===== config.mk =====
export PLATFORM = sky130hd
export DESIGN_NAME = router_pkt_tx
export DESIGN_NICKNAME = d
export VERILOG_FILES = /design/src/rtl/router_pkg.sv /design/src/rtl/router_pkt_tx.sv
export SDC_FILE = /design/constraint.sdc
export NUM_CORES = 1
export LEC_CHECK = 0
export ABC_AREA = 1
export CORE_MARGIN = 1
export CORE_UTILIZATION = 51
export DETAILED_ROUTE_END_ITERATION = 12
export GPL_ROUTABILITY_DRIVEN = 1
export PLACE_DENSITY_LB_ADDON = 0.2
export SLEW_MARGIN = 10
export SYNTH_ARGS = -nofsm -noshare
export SYNTH_HDL_FRONTEND = slang
export SYNTH_SLANG_ARGS = --single-unit
export TNS_END_PERCENT = 30

===== constraint.sdc =====
create_clock -name clock -period 2.3 [get_ports clock]
set_input_delay 0.46 -clock clock [delete_from_list [all_inputs] [get_ports clock]]
set_output_delay 0.46 -clock clock [all_outputs]
set_load 0.02 [all_outputs]

===== src/rtl/router_pkg.sv =====
// Shared types and constants for the router packet transmitter.
// Packet on the wire: header {len, addr}, len payload bytes, one parity byte.
package router_pkg;

    localparam int unsigned ADDR_W = 2;
    localparam int unsigned LEN_W  = 6;
    localparam int unsigned DATA_W = 8;

    localparam logic [ADDR_W-1:0] ADDR_INVALID = 2'b11;

    typedef enum logic [1:0] {
        IDLE = 2'd0,
        HDR  = 2'd1,
        PLD  = 2'd2,
        PAR  = 2'd3
    } tx_state_e;

    typedef struct packed {
        logic [LEN_W-1:0]  len;
        logic [ADDR_W-1:0] addr;
    } pkt_hdr_t;

    // A request is only sendable to a real port with a non-empty payload.
    function automatic logic cfg_valid(input logic [ADDR_W-1:0] addr,
                                       input logic [LEN_W-1:0]  len);
        return (addr != ADDR_INVALID) && (len != '0);
    endfunction

endpackage


===== src/rtl/router_pkt_tx.sv =====
// Serialises one packet (header, payload popped from a show-ahead FIFO, parity)
// towards the router, honouring busy backpressure on every byte.
module router_pkt_tx
    import router_pkg::*;
(
    input  logic              clock,
    input  logic              resetn,
    input  logic              start,
    input  logic [ADDR_W-1:0] dest_addr,
    input  logic [LEN_W-1:0]  payload_len,
    input  logic              corrupt_parity,
    input  logic [DATA_W-1:0] pld_data,
    output logic              pld_req,
    input  logic              busy,
    output logic              pkt_valid,
    output logic [DATA_W-1:0] data_in,
    output logic              tx_active,
    output logic              tx_done,
    output logic              cfg_err
);

    tx_state_e         state_q,   state_d;
    logic [LEN_W-1:0]  count_q,   count_d;
    logic [DATA_W-1:0] parity_q,  parity_d;
    logic [DATA_W-1:0] data_q,    data_d;
    logic              corrupt_q, corrupt_d;
    logic              valid_q,   valid_d;
    logic              active_q,  active_d;
    logic              done_q,    done_d;
    logic              err_q,     err_d;
    logic              pop_c;
    pkt_hdr_t          hdr_c;

    // Next-state and datapath decode; pop_c is the only combinational output.
    always_comb begin
        state_d   = state_q;
        count_d   = count_q;
        parity_d  = parity_q;
        data_d    = data_q;
        corrupt_d = corrupt_q;
        valid_d   = valid_q;
        active_d  = active_q;
        done_d    = 1'b0;
        err_d     = 1'b0;
        pop_c     = 1'b0;
        hdr_c     = '{len: payload_len, addr: dest_addr};

        case (state_q)
            IDLE: begin
                if (start) begin
                    if (cfg_valid(dest_addr, payload_len)) begin
                        state_d   = HDR;
                        count_d   = payload_len;
                        corrupt_d = corrupt_parity;
                        data_d    = hdr_c;
                        parity_d  = hdr_c;
                        valid_d   = 1'b1;
                        active_d  = 1'b1;
                    end else begin
                        err_d = 1'b1;
                    end
                end
            end
            HDR, PLD: begin
                // The byte on data_in is consumed; replace it with the next one.
                if (!busy) begin
                    if (count_q != '0) begin
                        pop_c    = 1'b1;
                        data_d   = pld_data;
                        parity_d = parity_q ^ pld_data;
                        count_d  = count_q - LEN_W'(1);
                        state_d  = PLD;
                    end else begin
                        data_d  = corrupt_q ? ~parity_q : parity_q;
                        valid_d = 1'b0;
                        state_d = PAR;
                    end
                end
            end
            PAR: begin
                if (!busy) begin
                    state_d  = IDLE;
                    data_d   = '0;
                    done_d   = 1'b1;
                    active_d = 1'b0;
                end
            end
            default: begin
                state_d = IDLE;
            end
        endcase
    end

    always_ff @(posedge clock or negedge resetn) begin
        if (!resetn) begin
            state_q   <= IDLE;
            count_q   <= '0;
            parity_q  <= '0;
            data_q    <= '0;
            corrupt_q <= 1'b0;
            valid_q   <= 1'b0;
            active_q  <= 1'b0;
            done_q    <= 1'b0;
            err_q     <= 1'b0;
        end else begin
            state_q   <= state_d;
            count_q   <= count_d;
            parity_q  <= parity_d;
            data_q    <= data_d;
            corrupt_q <= corrupt_d;
            valid_q   <= valid_d;
            active_q  <= active_d;
            done_q    <= done_d;
            err_q     <= err_d;
        end
    end

    assign pld_req   = pop_c;
    assign pkt_valid = valid_q;
    assign data_in   = data_q;
    assign tx_active = active_q;
    assign tx_done   = done_q;
    assign cfg_err   = err_q;

endmodule


==> results.txt, run 1 <==
----------------------------------------------------
[Synthesis]
  Xor/xnor share of the synthesized area ... 3.215%
  Number of synthesis warnings ... 0
  Post-synthesis share of cell area spent on full adders, half adders and majority gates ... 2.625%
  Syn Nets ... 311
  #FFs+latches synth ... 29
  Complex-gate fraction of the synthesized area ... 9.514%
  Mapped Area ... 1907 µm²
  Mean post-synth cell area ... 6.667 µm²
  Main combinational cell family by area after synthesis ... simple AND/OR/NAND/NOR gates
  Synthesized instance count ... 286
  Multiplexer share of the synthesized area ... 0%
  Simple-gate portion of the synthesized area ... a little under two fifths
  Sequential area share after synthesis ... 38.06%
  Number of distinct library cell variants in the gate-level netlist after synthesis ... 25

[CTS]
  TritonCTS clock tree ... yes
  Clock buffers created by TritonCTS ... 5
  CTS Hold Bufs ... 0
  Total number of H-tree levels ... 2
  Post-cts resize count ... 1
  Clk Latency, worst-skew pair ... 280 ps
  Root Buffer Master ... sky130_fd_sc_hd__clkbuf_8
  CTS Sinks ... 29
  Number of buffers on the longest clock path ... 2
  Setup fix buffers added after clock tree synthesis ... 0
  Clock transition time at the flip-flop clock pins of the worst setup and hold paths ... around 60 ps

[Critical path]
  Critical Path AT ... 1600 ps
  Crit path max-delay cell type ... sky130_fd_sc_hd__dfrtp_1
  Cell family with the largest share of critical-path delay ... buffers and inverters
  Critical Path Source Type ... register
  Crit path largest cell delay ... 380 ps
  Buf/Inv on CP ... 2
  CP required ... approximately 1800 ps
  Highest fanout seen on the critical path ... 5
  Worst setup EP type ... output pin
  Crit Path Class ... register to output pin
  Worst-path cell chain ... inv_1, ha_1, nand3_2, nand2_1, nor2_1, dlygate4sd2_1

[Cells and area]
  Fraction of layout instances using a drive strength above 1 ... 5.901%
  Number of filler cells placed in the layout ... roughly 330
  Synth-to-Final Area Change ... 23.36%
  # diodes ... 0
  Final core area utilization ... 67.82%
  Post-route design area ... ~2400 µm²
  Count of nets after finishing ... between 300 and 400

[Routing]
  Antenna Violating Nets Remaining ... 0
  First-iteration detailed-routing DRC count ... 116
  Iteration count of the initial detailed-routing pass ... 5
  Detailed Route WL ... approximately 4.7 mm
  Detail-routed via count per cell ... about 5.2
  Wire length per cell ... approximately 13 µm
  Post-route DRC ... 0
  Total number of vias ... 1918

[Global route]
  Final global-route overflow total ... 0
  GRT Overall Usage ... 25.55%
  Vias in the first global route ... 1816
  Global-route wire length before repair ... 7.928 mm
  Pin count of the biggest net entering global routing ... 30
  Initial antenna violation count ... 0

[Die]
  Area of the die ... approximately 4000 µm²
  # IOs ... 34
  Die height ... 63.15 µm
  Starting density of the core ... 54.98%
  Core area ... 3468 µm²
  Die extent in x ... 63.15 µm
  # rows ... 21

[Outcome]
  Run status ... completed

[Timing]
  Slew @ Worst Pin ... 406.6 ps
  Share of the clock period used by the worst path ... 89.37%
  Max-Slew Margin vs Limit ... between 70% and 80%
  Final setup violation count ... 0
  RSZ-0062 raised after global routing ... false
  Final min period ... 2056 ps
  Setup clock skew after layout ... 6.970 ps
  Fin Setup TNS ... 0 ps
  Final Hold Viols ... 0
  Final setup margin ... 244.4 ps
  Maximum clock rate ... 0.4865 GHz
  Worst Hold Slack ... 480.5 ps
  Count of pins over their slew limit ... 0

[Run]
  Max Cap Violations ... 0

[Pwr]
  Static leakage ... 1.259 nW
  PwrDens ... 1553 nW/µm²
  Maximum vdd drop ... 0.8738 mV

[Place]
  Post-placement worst setup slack ... 175.9 ps
  Number of input and output port buffers inserted ... 33
  Half-perimeter wire length after detailed placement ... 3.249 mm
  Standard cell area after detailed placement ... between 2000 and 2500 µm²
  Weighted congestion at the end of routability-driven global placement ... 0.8176

[Min path]
  Class of the worst hold path ... register to register

----------------------------------------------------
## worst register-to-register path, stage by stage (launching register included)
cell	delay [ps]
sky130_fd_sc_hd__dfrtp_1	380
sky130_fd_sc_hd__inv_1	130
sky130_fd_sc_hd__ha_1	240
sky130_fd_sc_hd__nand3_2	120
sky130_fd_sc_hd__buf_4	210
sky130_fd_sc_hd__nor2_2	130
sky130_fd_sc_hd__nand3b_4	310
sky130_fd_sc_hd__inv_1	160
sky130_fd_sc_hd__nand2_1	90
sky130_fd_sc_hd__nand2_1	50
## per-layer routing
layer	vias to the layer above	GRT usage (%)	wire length, µm	share of wire (%)
li1	960	-	-	-
met1	887	32.53	2110	45
met2	60	40.86	2180	47
met3	11	3.986	248	5.3
met4	0	14.83	122	2.6
met5	-	0	0	0
## registers in the layout, summed over array words and instances, names as in the netlist
signal / cells
data_in: 8
parity_q: 8
count_q: 6
state_q: 2
cfg_err: 1
corrupt_q: 1
pkt_valid: 1
tx_active: 1
tx_done: 1
## path summary, 6_finish.rpt
check	end	cells past startpoint	slack, ps	startpoint
max	pld_req	6	240	count_q[0]
min	data_in[5]	2	480	data_in[5]
max reg2reg	parity_q[0]	9	390	count_q[0]
min reg2reg	data_in[5]	2	480	data_in[5]
max in group asynchronous	count_q[5]	2	1460	resetn
min in group asynchronous	parity_q[6]	2	570	resetn
## power breakdown
part           switching (W)  total [W]  internal (W)
Clock               0.000198   0.000407      0.000209
Combinational        0.00144    0.00227      0.000829
Sequential          0.000225   0.000978      0.000753
## Yosys cell counts
cell / n / area, µm²
sky130_fd_sc_hd__dfrtp_1: 29 / 725.7
sky130_fd_sc_hd__o21ai_1: 10 / 50.05
sky130_fd_sc_hd__xor2_1: 7 / 61.31
sky130_fd_sc_hd__a21oi_1: 10 / 50.05
sky130_fd_sc_hd__nand2_1: 130 / 488.0
sky130_fd_sc_hd__a21oi_2: 1 / 8.760
sky130_fd_sc_hd__ha_1: 4 / 50.05
sky130_fd_sc_hd__buf_1: 1 / 3.750
sky130_fd_sc_hd__nor2_1: 14 / 52.55
sky130_fd_sc_hd__nor2_2: 2 / 12.51
sky130_fd_sc_hd__inv_2: 1 / 3.750
sky130_fd_sc_hd__nand3b_1: 1 / 7.510
sky130_fd_sc_hd__o21ai_0: 10 / 50.05
sky130_fd_sc_hd__nand3_2: 1 / 10.01
sky130_fd_sc_hd__clkbuf_1: 2 / 7.510
sky130_fd_sc_hd__buf_6: 2 / 22.52
sky130_fd_sc_hd__nand3_1: 21 / 105.1
sky130_fd_sc_hd__clkinv_1: 1 / 3.750
sky130_fd_sc_hd__nand4_1: 2 / 12.51
sky130_fd_sc_hd__a21boi_0: 3 / 22.52
sky130_fd_sc_hd__nand2_2: 1 / 6.260
sky130_fd_sc_hd__inv_1: 27 / 101.4
sky130_fd_sc_hd__nor2_4: 1 / 11.26
sky130_fd_sc_hd__buf_2: 4 / 20.02
sky130_fd_sc_hd__nand3b_4: 1 / 20.02
## per-stage QoR
step / total power, W / std cells
floorplan: 0.002685 / 286
global placement: 0.003158 / 360
detailed placement: 0.003226 / 360
CTS: 0.003650 / 368
global route: 0.004022 / 368
finish: 0.003654 / 368
## cells by family (layout without fill, tap and decap cells)
family,Yosys count,after routing
AO/OA/AOI/OAI,34,34
XOR/XNOR,7,7
buffers and inverters,38,74
adder cells (fa/ha/maj),4,4
AND/OR/NAND/NOR,174,174
flip-flops,29,29
## cells in the final DEF (no fill, tap or decap)
master,count
sky130_fd_sc_hd__a21boi_0,3
sky130_fd_sc_hd__a21oi_1,10
sky130_fd_sc_hd__a21oi_2,1
sky130_fd_sc_hd__buf_4,4
sky130_fd_sc_hd__clkbuf_1,1
sky130_fd_sc_hd__clkbuf_8,5
sky130_fd_sc_hd__clkdlybuf4s50_1,32
sky130_fd_sc_hd__clkinv_1,1
sky130_fd_sc_hd__clkinv_2,2
sky130_fd_sc_hd__dfrtp_1,29
sky130_fd_sc_hd__dlygate4sd2_1,1
sky130_fd_sc_hd__ha_1,4
sky130_fd_sc_hd__inv_1,27
sky130_fd_sc_hd__inv_2,1
sky130_fd_sc_hd__nand2_1,130
sky130_fd_sc_hd__nand2_2,1
sky130_fd_sc_hd__nand3_1,21
sky130_fd_sc_hd__nand3_2,1
sky130_fd_sc_hd__nand3b_1,1
sky130_fd_sc_hd__nand3b_4,1
sky130_fd_sc_hd__nand4_1,2
sky130_fd_sc_hd__nor2_1,14
sky130_fd_sc_hd__nor2_2,2
sky130_fd_sc_hd__nor2_4,1
sky130_fd_sc_hd__o21ai_0,10
sky130_fd_sc_hd__o21ai_1,10
sky130_fd_sc_hd__xor2_1,7
## final cells by class
type,instances,area [µm²],area share [%]
sequential,29,725.7,30.85
multi-input combinational,219,1018,43.30
tap,46,57.56,2.447
clock buffer,6,72.57,3.085
inverter,29,108.9,4.628
clock inverter,2,10.01,0.4255
timing repair buffer,37,359.1,15.27
Note: power is estimated with default switching activity, not from simulation.
==> inputs of run 2 (changes only) <==
- clock period: 2.3 -> 2.2 ns (I/O delays scaled with it)
==> results.txt, run 2 (synthesis results as in run 1) <==
----------------------------------------------------
[Critical path]
  Critical Path AT ... 1580 ps (-20 ps)
  Cell family with the largest share of critical-path delay ... buffers and inverters
  Highest fanout seen on the critical path ... 5 (unchanged)
  CP required ... 1760 ps (-80 ps)
  Worst-path cell chain ... inv_1, ha_1, nand3_2, nand2_1, nor2_1, dlygate4sd2_1
  Crit path largest cell delay ... 390 ps (about the same)
  Crit Path Class ... register to output pin
  Critical Path Source Type ... register
  Crit path max-delay cell type ... sky130_fd_sc_hd__dfrtp_1
  Buf/Inv on CP ... 2 (unchanged)
  Worst setup EP type ... output pin

[Pwr]
  Register share of total power ... 25.8% (-1.0 points)
  Overall power consumption ... 0.003926 W (+7.5%)
  Maximum vdd drop ... 1.075 mV (+23%)
  PwrDens ... 1637 nW/µm² (+5.4%)
  Fraction of power spent switching nets ... 49.28% (-1.7 points)
  Combinational power share ... 62.7% (+0.6 points)
  Switching power ... 0.001935 W (+3.9%)
  Int Power ... 0.001992 W (+11%)
  Relative contribution of the clock network to total power ... 11.4% (+0.3 points)
  Static leakage ... 1.282 nW (+1.8%)

[Timing]
  Slew @ Worst Pin ... 404.4 ps (-2.203 ps)
  Count of pins over their slew limit ... 0 (unchanged)
  Final min period ... 2022 ps
  Final setup violation count ... 0 (unchanged)
  Final Hold Viols ... 0 (unchanged)
  Setup clock skew after layout ... 5.216 ps (-1.754 ps)
  Max-Slew Margin vs Limit ... 73.01% (+0.15 points)
  Fin Setup TNS ... 0 ps (unchanged)
  RSZ-0062 raised after global routing ... false
  Maximum clock rate ... 0.4947 GHz
  Share of the clock period used by the worst path ... 91.89%

[CTS]
  CTS Hold Bufs ... 0 (unchanged)
  Clock buffers created by TritonCTS ... 5 (unchanged)
  Total number of H-tree levels ... 2 (unchanged)
  Clock transition time at the flip-flop clock pins of the worst setup and hold paths ... 60 ps (about the same)
  TritonCTS clock tree ... yes
  Root Buffer Master ... sky130_fd_sc_hd__clkbuf_8
  Clk Latency, worst-skew pair ... 280 ps (about the same)
  CTS Sinks ... 29 (unchanged)
  Number of buffers on the longest clock path ... 2 (unchanged)
  Setup fix buffers added after clock tree synthesis ... 0 (unchanged)

[Run]
  Max Cap Violations ... 0 (unchanged)

[Place]
  Half-perimeter wire length after detailed placement ... 3.161 mm (-2.7%)
  Number of input and output port buffers inserted ... 33 (unchanged)
  Weighted congestion at the end of routability-driven global placement ... 0.8164 (-0.15%)

[Global route]
  GRT Overall Usage ... 24.29% (-1.3 points)
  Initial antenna violation count ... 0 (unchanged)
  Pin count of the biggest net entering global routing ... 30 (unchanged)
  Vias in the first global route ... 1670 (-8.0%)
  Global-route wire length before repair ... 7.507 mm (-5.3%)
  Final global-route overflow total ... 0 (unchanged)

[Die]
  Starting density of the core ... 54.98% (unchanged)
  Die height ... 63.15 µm (unchanged)
  Die extent in x ... 63.15 µm (unchanged)
  # IOs ... 34 (unchanged)
  Core area ... 3468 µm² (unchanged)
  # rows ... 21 (unchanged)
  Area of the die ... 3987 µm² (unchanged)

[Min path]
  Class of the worst hold path ... register to register

[Cells and area]
  Synth-to-Final Area Change ... 25.79%
  Count of nets after finishing ... 350 (+1.2%)
  Fraction of layout instances using a drive strength above 1 ... 6.769% (+0.87 points)
  # diodes ... 0 (unchanged)
  Leading cell type in the layout, fill and taps excluded ... sky130_fd_sc_hd__nand2_1
  Most frequent cells in the layout ... sky130_fd_sc_hd__nand2_1, sky130_fd_sc_hd__clkdlybuf4s50_1, sky130_fd_sc_hd__dfrtp_1, sky130_fd_sc_hd__inv_1, sky130_fd_sc_hd__nand3_1

[Routing]
  Iteration count of the initial detailed-routing pass ... 5 (unchanged)
  Post-route DRC ... 0 (unchanged)
  Wire length per cell ... 11.85 µm (-6.4%)
  Detail-routed via count per cell ... 4.992 (-4.2%)
  Antenna Violating Nets Remaining ... 0 (unchanged)
  Total number of vias ... 1852 (-3.4%)
  Detailed Route WL ... 4.397 mm (-5.7%)
  First-iteration detailed-routing DRC count ... 144 (+24%)

[Outcome]
  Run status ... completed

----------------------------------------------------
run 2: per-layer routing:
metal  vias to the layer above  wire length, µm  GRT usage [%]  share of wire (%)
met3                         7              276          5.616                6.3
met5                         -                0              0                  0
met1                       819             2128          33.64                 48
met2                        61             1946          37.63                 44
met4                         0               46          6.977                1.0
li1                        965                -              -                  -
run 2: path summary, 6_finish.rpt:
| path | from | end | slack, ps | cells past startpoint |
|---|---|---|---|---|
| setup / recovery | count_q[0] | pld_req | 180 | 6 |
| hold / removal | data_in[4] | data_in[4] | 480 | 2 |
| setup reg to reg | state_q[0] | count_q[5] | 270 | 9 |
| hold reg to reg | data_in[4] | data_in[4] | 480 | 2 |
| max in group asynchronous | resetn | data_in[1] | 1370 | 2 |
| min in group asynchronous | resetn | parity_q[6] | 540 | 2 |
run 2: through the flow:
stage	instances	setup WS, ps	hold WS [ps]	area, µm²	util [%]
2_1_floorplan	286	354.2	144.4	1907	-
3_3_place_gp	364	181.9	463.2	2313	66.70
3_5_place_dp	364	176.6	465.8	2313	66.70
4_1_cts	371	163.4	482.2	2399	69.16
5_1_grt	371	83.01	503.3	2399	69.16
6_report	371	178.4	476.4	2399	69.16
run 2: worst min-delay path, delay by kind of cell (launching register included):
kind | cells | cell delay, ps
simple gates | 2 | 100
flops | 1 | 340
run 2: repair_timing:
action,4_1_cts,5_1_grt
setup endpoints to repair,1,0
hold endpoints to repair,0,0
gates resized for setup,1,0
run 2: cell type report:
| class | count | area, µm² |
|---|---|---|
| Fill cell | 315 | 1070 |
| Multi-Input combinational cell | 219 | 1018 |
| Sequential cell | 29 | 725.7 |
| Tap cell | 46 | 57.56 |
| Clock buffer | 7 | 86.33 |
| Inverter | 29 | 108.9 |
| Timing Repair Buffer | 41 | 401.6 |
run 2: power groups by stage:
stage	clock network [W]	registers, W	logic (W)
floorplan	0	0.00106	0.00175
global placement	0	0.00101	0.00240
detailed placement	0	0.00102	0.00245
CTS	0.000452	0.00101	0.00246
global route	0.000475	0.00105	0.00279
finish	0.000449	0.00101	0.00246
==> inputs of run 3 (changes only) <==
- CORE_UTILIZATION: 51 -> 25
==> results.txt, run 3 (synthesis results as in run 1) <==
----------------------------------------------------
[Pwr]
  Fraction of power spent switching nets ... 49.57% (+0.30 points)
  Maximum vdd drop ... 0.5165 mV (-52%)
  Int Power ... 0.001996 W (+0.23%)
  PwrDens ... 1606 nW/µm² (-1.9%)
  Combinational power share ... 63.0% (+0.3 points)
  Switching power ... 0.001962 W (+1.4%)
  Register share of total power ... 25.6% (-0.2 points)
  Relative contribution of the clock network to total power ... 11.4% (about the same)
  Static leakage ... 1.283 nW (about the same)

[Cells and area]
  Most frequent cells in the layout ... sky130_fd_sc_hd__nand2_1, sky130_fd_sc_hd__clkdlybuf4s50_1, sky130_fd_sc_hd__dfrtp_1, sky130_fd_sc_hd__inv_1, sky130_fd_sc_hd__nand3_1
  # diodes ... 0 (unchanged)
  Fraction of layout instances using a drive strength above 1 ... 6.769% (unchanged)
  Final core area utilization ... 33.62% (-36 points)
  Count of nets after finishing ... 350 (unchanged)
  Leading cell type in the layout, fill and taps excluded ... sky130_fd_sc_hd__nand2_1
  Count of non-filler cells in the finished layout ... 424 (+14%)
  Synth-to-Final Area Change ... 29.26%

[Critical path]
  Worst Reg-to-Reg Cells ... 9 (unchanged)
  Critical path launch point ... count_q[0]
  Critical Path AT ... 1610 ps (+30 ps)
  Worst r2r src ... state_q[0]
  CP required ... 1760 ps (about the same)
  Worst setup EP type ... output pin
  R2R Setup Slk ... 240 ps (-30 ps)
  Highest fanout seen on the critical path ... 5 (unchanged)
  Critical Path Source Type ... register
  Worst R2R End ... parity_q[2]
  Crit Path Class ... register to output pin

[Min path]
  Class of the worst hold path ... register to register
  Hold path startpoint ... data_in[4]
  Count of cells along the worst hold path ... 2 (unchanged)
  Min-Delay Endpoint ... data_in[4]

[Timing]
  Max-Slew Margin vs Limit ... 72.17% (-0.84 points)
  Maximum clock rate ... 0.4867 GHz (-1.6%)
  Count of pins over their slew limit ... 0 (unchanged)
  Share of the clock period used by the worst path ... 93.40% (+1.5 points)
  RSZ-0062 raised after global routing ... false
  Final setup violation count ... 0 (unchanged)
  Setup clock skew after layout ... 7.158 ps (+1.943 ps)
  Fin Setup TNS ... 0 ps (unchanged)
  Final Hold Viols ... 0 (unchanged)
  Slew @ Worst Pin ... 417.5 ps (+13.08 ps)
  Final min period ... 2055 ps (+33.20 ps)

[Place]
  Cell Count Post-Placement ... 417 (+15%)
  Weighted congestion at the end of routability-driven global placement ... 0.7620 (-6.7%)
  Half-perimeter wire length after detailed placement ... 3.744 mm (+18%)
  Number of input and output port buffers inserted ... 33 (unchanged)

[Routing]
  Post-route DRC ... 0 (unchanged)
  First-iteration detailed-routing DRC count ... 78 (-46%)
  Total number of vias ... 1832 (-1.1%)
  Detail-routed via count per cell ... 4.321 (-13%)
  Wire length per cell ... 11.93 µm (+0.63%)
  Antenna Violating Nets Remaining ... 0 (unchanged)
  Iteration count of the initial detailed-routing pass ... 4 (-1)
  Detailed Route WL ... 5.057 mm (+15%)

[Global route]
  Vias in the first global route ... 1825 (+9.3%)
  Final global-route overflow total ... 0 (unchanged)
  GRT Overall Usage ... 14.53% (-9.8 points)
  Global-route wire length before repair ... 8.783 mm (+17%)
  Pin count of the biggest net entering global routing ... 30 (unchanged)
  Initial antenna violation count ... 0 (unchanged)

[CTS]
  Root Buffer Master ... sky130_fd_sc_hd__clkbuf_8
  CTS Hold Bufs ... 0 (unchanged)
  Clk Latency, worst-skew pair ... 280 ps (about the same)
  Setup fix buffers added after clock tree synthesis ... 0 (unchanged)
  Total number of H-tree levels ... 2 (unchanged)
  Post-cts resize count ... 1 (unchanged)
  Number of buffers on the longest clock path ... 2 (unchanged)
  Clock buffers created by TritonCTS ... 5 (unchanged)
  Clock transition time at the flip-flop clock pins of the worst setup and hold paths ... 60 ps (about the same)
  TritonCTS clock tree ... yes
  CTS Sinks ... 29 (unchanged)

[Die]
  Die height ... 89.34 µm (+41%)
  # rows ... 31 (+48%)
  Starting density of the core ... 26.01% (-29 points)
  Die extent in x ... 89.34 µm (+41%)
  Area of the die ... 7981 µm² (+100%)
  # IOs ... 34 (unchanged)
  Core area ... 7331 µm² (+110%)

[Outcome]
  Run status ... completed

[Run]
  Max Cap Violations ... 0 (unchanged)

----------------------------------------------------
## run 3: cell counts in the layout (fill, tap and decap cells not counted)
No cell type changed its count.
## run 3: power groups by stage
stage	clock network (W)	registers [W]	logic [W]
2_1_floorplan	0	0.00106	0.00175
3_3_place_gp	0	0.00102	0.00253
3_5_place_dp	0	0.00102	0.00253
4_1_cts	0.000472	0.00101	0.00253
5_1_grt	0.000500	0.00105	0.00286
6_report	0.000451	0.00101	0.00249
## run 3: how the worst max path moves through the flow
stage | end | slack, ps
finish | pld_req | 150
global route | pld_req | 50
CTS | pld_req | 120
detailed placement | pld_req | 170
global placement | pld_req | 170
floorplan | pld_req | 350
## run 3: layout make-up
class / instances / area [µm²]
inverters: 29 / 108.9
fillers: 798 / 4866
flip-flops and latches: 29 / 725.7
multi-input cells: 219 / 1018
repair buffers: 41 / 401.6
well taps: 99 / 123.9
clock buffers: 7 / 86.33
## run 3: worst max-delay path, cell delays in order, from the launching register on
cell and delay, ps:
sky130_fd_sc_hd__dfrtp_1 390, sky130_fd_sc_hd__inv_1 130, sky130_fd_sc_hd__ha_1 250, sky130_fd_sc_hd__nand3_2 110
sky130_fd_sc_hd__nand2_1 100, sky130_fd_sc_hd__nor2_1 40, sky130_fd_sc_hd__dlygate4sd2_1 310
## run 3: per-stage QoR
| step | power (W) | instance area, µm² | hold WS [ps] | setup slack [ps] |
|---|---|---|---|---|
| 3_3_place_gp | 0.003549 | 2380 | 472.8 | 174.0 |
| 6_report | 0.003958 | 2465 | 481.4 | 145.2 |
| 4_1_cts | 0.004019 | 2465 | 486.1 | 122.0 |
| 2_1_floorplan | 0.002807 | 1907 | 144.4 | 354.2 |
| 5_1_grt | 0.004413 | 2465 | 527.0 | 48.42 |
| 3_5_place_dp | 0.003548 | 2380 | 469.5 | 168.0 |
## run 3: per-layer routing
metal  vias to the layer above  wire length, µm  global-route usage [%]
li1                        966                -                       -
met1                       837             2439                   17.86
met2                        25             2415                   26.02
met4                         0               33                   3.463
met3                         4              168                   2.955
met5                         -                0                       0
